File: src/rtl/atm_pkg.sv
// ATM package: state encoding, default account constants and a helper that
// sizes the wrong-PIN counter.
package atm_pkg;

    // Transaction FSM states.
    typedef enum logic [2:0] {
        IDLE   = 3'd0,
        VERIFY = 3'd1,
        CHECK  = 3'd2,
        UPDATE = 3'd3,
        DONE   = 3'd4,
        LOCKED = 3'd5
    } state_t;

    // Default account PIN.
    localparam logic [4:0] DEFAULT_PIN_CODE     = 5'd18;
    // Default balance after reset.
    localparam logic [7:0] DEFAULT_INIT_BALANCE = 8'd200;
    // Default number of wrong-PIN attempts in a row that lock the machine.
    localparam int         DEFAULT_MAX_TRIES    = 3;

    // Bits needed to count from 0 up to maxTries.
    // The result is kept at least 1 so the counter never collapses to zero
    // width.
    function automatic int failCountWidth(input int maxTries);
        return (maxTries < 1) ? 1 : $clog2(maxTries + 1);
    endfunction

endpackage

File: src/rtl/atm.sv
// ATM controller. A transaction is requested by face recognition.
// The machine checks the PIN captured at the start of the transaction, then
// the balance, and then debits the account. Too many wrong PINs in a row lock
// it until reset. Every output comes straight from a register.
module atm
    import atm_pkg::*;
#(
    parameter logic [4:0] PIN_CODE     = DEFAULT_PIN_CODE,
    parameter logic [7:0] INIT_BALANCE = DEFAULT_INIT_BALANCE,
    parameter int         MAX_TRIES    = DEFAULT_MAX_TRIES
) (
    input  logic       clk,
    input  logic       rst,
    input  logic [4:0] pin,
    input  logic [7:0] amount,
    input  logic       face,
    output logic [7:0] old_balance,
    output logic [7:0] new_balance,
    output logic       mini_statement
);

    localparam int          CW        = failCountWidth(MAX_TRIES);
    localparam logic [CW-1:0] TRY_LIMIT = CW'(MAX_TRIES);

    state_t        r_state;
    logic [4:0]    r_pin;
    logic [7:0]    r_amount;
    logic [7:0]    r_balance;
    logic [CW-1:0] r_failCnt;
    logic [7:0]    r_oldBalance;
    logic [7:0]    r_newBalance;
    logic          r_mini;

    state_t        w_nextState;
    logic          w_capture;
    logic [7:0]    w_nextBalance;
    logic [7:0]    w_nextOld;
    logic [7:0]    w_nextNew;
    logic          w_nextMini;
    logic [CW-1:0] w_nextFail;
    logic [CW-1:0] w_failInc;

    assign w_failInc = r_failCnt + CW'(1);

    // State register. Reset is asynchronous so that a transaction in progress is abandoned at once.
    always_ff @(posedge clk or negedge rst) begin
        if (!rst) begin
            r_state <= IDLE;
        end else begin
            r_state <= w_nextState;
        end
    end

    // Next state and next datapath values. The current values are the defaults, so only the transitions below change anything.
    always_comb begin
        w_nextState   = r_state;
        w_capture     = 1'b0;
        w_nextBalance = r_balance;
        w_nextOld     = r_oldBalance;
        w_nextNew     = r_newBalance;
        w_nextMini    = 1'b0;
        w_nextFail    = r_failCnt;

        case (r_state)
            IDLE: begin
                if (face) begin
                    w_capture   = 1'b1;
                    w_nextState = VERIFY;
                end
            end

            VERIFY: begin
                if (r_pin == PIN_CODE) begin
                    w_nextFail  = '0;
                    w_nextState = CHECK;
                end else begin
                    w_nextFail = w_failInc;
                    if (w_failInc >= TRY_LIMIT) begin
                        w_nextState = LOCKED;
                    end else begin
                        w_nextState = DONE;
                    end
                end
            end

            CHECK: begin
                if (r_amount <= r_balance) begin
                    w_nextState = UPDATE;
                end else begin
                    w_nextOld   = r_balance;
                    w_nextNew   = r_balance;
                    w_nextState = DONE;
                end
            end

            UPDATE: begin
                w_nextOld     = r_balance;
                w_nextBalance = r_balance - r_amount;
                w_nextNew     = r_balance - r_amount;
                w_nextMini    = 1'b1;
                w_nextState   = DONE;
            end

            DONE: begin
                if (!face) begin
                    w_nextState = IDLE;
                end
            end

            LOCKED: begin
                w_nextState = LOCKED;
            end

            default: begin
                w_nextState = IDLE;
            end
        endcase
    end

    // Latch the PIN and amount when a transaction starts. Later changes on the inputs do not affect a running transaction.
    always_ff @(posedge clk or negedge rst) begin
        if (!rst) begin
            r_pin    <= '0;
            r_amount <= '0;
        end else if (w_capture) begin
            r_pin    <= pin;
            r_amount <= amount;
        end
    end

    // Account balance, wrong-PIN count and the registered outputs.
    always_ff @(posedge clk or negedge rst) begin
        if (!rst) begin
            r_balance    <= INIT_BALANCE;
            r_failCnt    <= '0;
            r_oldBalance <= 8'd0;
            r_newBalance <= INIT_BALANCE;
            r_mini       <= 1'b0;
        end else begin
            r_balance    <= w_nextBalance;
            r_failCnt    <= w_nextFail;
            r_oldBalance <= w_nextOld;
            r_newBalance <= w_nextNew;
            r_mini       <= w_nextMini;
        end
    end

    assign old_balance    = r_oldBalance;
    assign new_balance    = r_newBalance;
    assign mini_statement = r_mini;

endmodule

File: config.mk
export PLATFORM = sky130hd
export DESIGN_NAME = atm
export DESIGN_NICKNAME = d
export VERILOG_FILES = /design/src/rtl/atm_pkg.sv /design/src/rtl/atm.sv
export SDC_FILE = /design/constraint.sdc
export NUM_CORES = 1
export LEC_CHECK = 0
export CAP_MARGIN = 20
export CORE_MARGIN = 1
export CORE_UTILIZATION = 45
export CTS_CLUSTER_SIZE = 16
export DETAILED_ROUTE_END_ITERATION = 6
export PLACE_DENSITY = 0.69
export SYNTH_ARGS = -nofsm -noshare
export SYNTH_HDL_FRONTEND = slang
export SYNTH_SLANG_ARGS = --single-unit
export TNS_END_PERCENT = 5
File: constraint.sdc
create_clock -name clk -period 2.7 [get_ports clk]
set_input_delay 0.27 -clock clk [delete_from_list [all_inputs] [get_ports clk]]
set_output_delay 0.27 -clock clk [all_outputs]
set_load 0.01 [all_outputs]
# Word-level counts from Yosys, hierarchy flattened

Index checks and enable logic that the tools add are counted.
Widths: inputs -> output; s select.

Register bits: 43
Output and inout bits: 17

Add/sub/neg operators: 2
Magnitude comparators: 2
Eq/ne operators: 9
Multiplexer cells: 13
Reduce and logical (&&, ||, !) cells: 4

Operator list:

| cell                | count |
|---|---|
| $pmux 8 s2          | 2 |
| $pmux 3 s6          | 1 |
| $mux 3              | 4 |
| $le 8x8->1          | 1 |
| $mux 8              | 1 |
| $sub 8x8->8         | 1 |
| $eq 3x2->1 const B  | 2 |
| $eq 3x3->1 const B  | 2 |
| $ne 2x2->1 const B  | 3 |
| $eq 5x5->1 const B  | 1 |
| $mux 1              | 4 |
| $reduce_and 2->1    | 2 |
| $eq 3x1->1 const B  | 1 |
| $logic_not 3->1     | 1 |
| $add 2x1->2 const B | 1 |
| $ge 2x2->1 const B  | 1 |
| $mux 2              | 1 |
| $reduce_bool 2->1   | 1 |

# Longest topological paths before layout

Word-level depth: 5
Mapped depth: 11

# Worst setup path before layout

OpenSTA, ideal clock, no wires.

Path kind: reg2reg
From: register r_amount[0]
To: register r_newBalance[2] (netlist: new_balance[2])
Setup time: 0.125 ns
Arrival time: 2.297 ns
Slack: 0.278 ns
Cell stages (with the launch flop): 11
Path buffers: 2
Cell sequence: dfrtp_1 ha_1 fa_1 nand2b_1 a21oi_4 o211a_4 nor3_4 or2_1 buf_6 buf_12 mux2_4

Longest elaborated chain between the ends: 3
Elaborated cells on any way between the ends: 5
Classes of those cells: add/sub (1); order compare (1); eq/ne (1); mux (1); reduce/logical (1)

Ends and longest elaborated chain:

| what                              | RTL line   | text |
|---|---|---|
| start: declaration                | atm.sv:27  | `logic [7:0] r_amount;` |
| start signal: assignment          | atm.sv:127 | `r_amount <= amount;` |
| $le 8x8->1                        | atm.sv:87  | `if (r_amount <= r_balance) begin` |
| $ne 2x2->1 (no source line)       | -          |  |
| $reduce_and 2->1 (no source line) | -          |  |
| end signal: assignment            | atm.sv:143 | `r_newBalance <= w_nextNew;` |
| end: declaration                  | atm.sv:31  | `logic [7:0] r_newBalance;` |

Parallel ways exist; a longest one is shown, timed or not.
A chain may end at the register's enable or synchronous reset.

# Final worst setup path

From: register r_balance[0]
To: register r_oldBalance[7] (netlist: old_balance[7])

Longest elaborated chain between the ends: 3

Ends and longest elaborated chain:

| what                              | RTL line   | text |
|---|---|---|
| start: declaration                | atm.sv:28  | `logic [7:0] r_balance;` |
| start signal: assignment          | atm.sv:140 | `r_balance <= w_nextBalance;` |
| $le 8x8->1                        | atm.sv:87  |  |
| $ne 2x2->1 (no source line)       | -          |  |
| $reduce_and 2->1 (no source line) | -          |  |
| end signal: assignment            | atm.sv:142 | `r_oldBalance <= w_nextOld;` |
| end: declaration                  | atm.sv:30  | `logic [7:0] r_oldBalance;` |

Every way passes these cells.

==> qor.yml <==
final_cells: 271
post-cts-setup-buffers: 0
reg2reg_depth: 10
synth_top_area_share_pct: 43.8
place_ws_ps: 218
grt.total_usage_pct: 18.1
ys_ff_latch: 43
clkTransAtPathRegs_ps: 80
grt_pass1_wl_um: 6710
seqCellArea_um2: 1080
ctsHoldBuffers: 0
synth_top_cell_by_area: "dfrtp_1"
place_congestion: 0.808
fin_skew_ps: 6.88
io_pins: 33
grt.met3_usage_pct: 4.33
power.leakage_nw: 1.15
synthXorXnorAreaFrac_pct: 2.49
die_w_um: 70.5
multi_input_area_um2: 927
ir_worst_vdd_uv: 364
synth-edff-count: 0
synth_nets: 209
synth_compound_area_share_pct: 11.0
grt_start_max_net_pins: 44
grt.overflow.total: 0
synth_most_common_cell: "dfrtp_1"
status: "finished with violations"
total_power_mw: 2.24
syn_to_final_growth_pct: 20.6
rsz0062_at_grt: "no"
cp_data_required_time_ps: 2880
die_y_um: 70.5
cts_max_level: 2
violations: "DRC"
clock_latency_ps: 300
nets: 244
core_um2: 4440
seq_area_frac_synth_pct: 51.3
fmax_mhz: 401
start_util_pct: 47.5
clock_sinks: 43
tritoncts: "done"
synth-main-ff-cell: "dfrtp_1"
via_per_inst: 5.13
hold_viol_final: 0
dpl.cell_count: 263
r2r-start: "r_balance[0]"
period_minus_slack_ps: 2490
use_met1_pct: 23.3
first_iter_violations: 71
routedWlPerCell_um: 14.2
synth_top_family_by_area: "multiplexers"
relSlewSlack_pct: 36.7
worst_slew_pin_slew_ps: 950
antenna_found_initial: 0
fillCellCount: 404
hold_class: "primary input to async pin"
ctsResizeCount: 0
post-route-util_pct: 57.3
synth_mux_area_share_pct: 12.4
worstReg2RegEnd: "old_balance[7]"
syn_avg_cell_area_um2: 11.5
async_flop_share_pct: 100
first_pass_iters: 6
yosys.area_share.adder_pct: 6.28
drc_errors: 1
grt-busiest-layer: "met2"
yosys_warnings: 0
report.final.slew_viol_count: 0
netlist_area_um2: 2110
synth.top_cells.by_count: "dfrtp_1, nand2_1, o21ai_0"
worstPathMaxFanout: 6
wl_um: 3850
io_buffers: 32
synthSimpleGateAreaFrac_pct: 11.4
synthDistinctLibCells: 40
fin_crit_sh_pct: 92.3
setup_viol: 0
grt_pass1_vias: 1429
cp-start-kind: "flip-flop"
synthTopCellsByArea: "dfrtp_1, dfstp_2, mux2_4, ha_1, mux2_2"
dieArea_um2: 4970
antenna_left: 0
worst-setup-path-type: "flip-flop to flip-flop"
num_vias: 1391
use_met2_pct: 28.7
pwr_density_cell_nw_per_um2: 879
critPathCaptureType: "flip-flop"
cts_root_buf: "clkbuf_8"
setup_ws_ps: 207
cap_violations: 0
cts_buffers: 5
dp_hpwl_um: 2740
diodes: 0
arrival_ps: 2680
totalNegativeSetupSlack_ps: 0
synth_cells: 183
reg2reg_slack_ps: 210
drive_above_1_share_pct: 21.0
clk_path_buf_depth: 2
row_count: 24
how the worst max path moves through the flow:
stage / end / startpoint / slack (ps) / cells after the start
floorplan: new_balance[2] / r_amount[0] / 280 / 10
global placement: new_balance[2] / r_balance[0] / 290 / 10
detailed placement: old_balance[2] / r_balance[0] / 220 / 10
CTS: old_balance[7] / r_balance[0] / 190 / 10
global route: old_balance[7] / r_balance[0] / 120 / 10
finish: old_balance[7] / r_balance[0] / 210 / 10
cell usage in the layout, fill, tap and decap left out, types with 4 or more instances in the layout:
| master | count |
|---|---|
| xor2_1 | 5 |
| nand2_1 | 26 |
| nor2_1 | 7 |
| ha_1 | 9 |
| clkdlybuf4s50_1 | 31 |
| dfrtp_1 | 37 |
| a21o_1 | 4 |
| o21ai_0 | 16 |
| inv_1 | 12 |
| clkbuf_8 | 5 |
| a21oi_1 | 7 |
| buf_4 | 4 |
| dfstp_2 | 6 |
| mux2_4 | 10 |
| mux2_2 | 10 |
cell type report:
cell class / count / area share, %
Clock buffer: 7 / 3.00
Multi-Input combinational cell: 120 / 36.4
Inverter: 12 / 1.77
Sequential cell: 43 / 42.5
Timing Repair Buffer: 36 / 13.6
Tap cell: 52 / 2.55
Clock inverter: 1 / 0.196
power by group:
group | switching, mW | internal (mW) | total (mW)
clock network | 0.213 | 0.182 | 0.395
registers | 0.127 | 0.831 | 0.958
logic | 0.472 | 0.413 | 0.885
worst max-delay path: stages, from the launching register on:
cell and delay, ps:
dfrtp_1 370, inv_1 50, ha_1 200, fa_1 390, nand2b_1 200, a21oi_4 190, o211a_4 200, nor3_4 50
or2_1 220, buf_4 190, mux2_4 310
through the flow:
step	hold slack, ps	cell area, um^2
after detailed placement	478	2470
after global routing	190	2550
after CTS	147	2550
after floorplan	-25.6	2110
final	118	2550
after global placement	469	2470
routing by layer:
layer  up-vias  routed length (um)
li1        696                   -
met1       658                1770
met2        26                1830
met3        11                 131
met4         0                 114
met5         -                   0
cell families after synthesis:
kind of cell,after synthesis
compound gates,36
xor+xnor,6
fa+ha+maj,10
buf+inv,20
flops,43
mux,20
simple gates,48
state kept, by name, summed over array words and instances (netlist names):
name	count
new_balance	8
r_pin	5
old_balance	8
r_failCnt	2
r_state	3
r_balance	8
r_amount	8
mini_statement	1
Note: power is estimated with default switching activity, not from simulation.
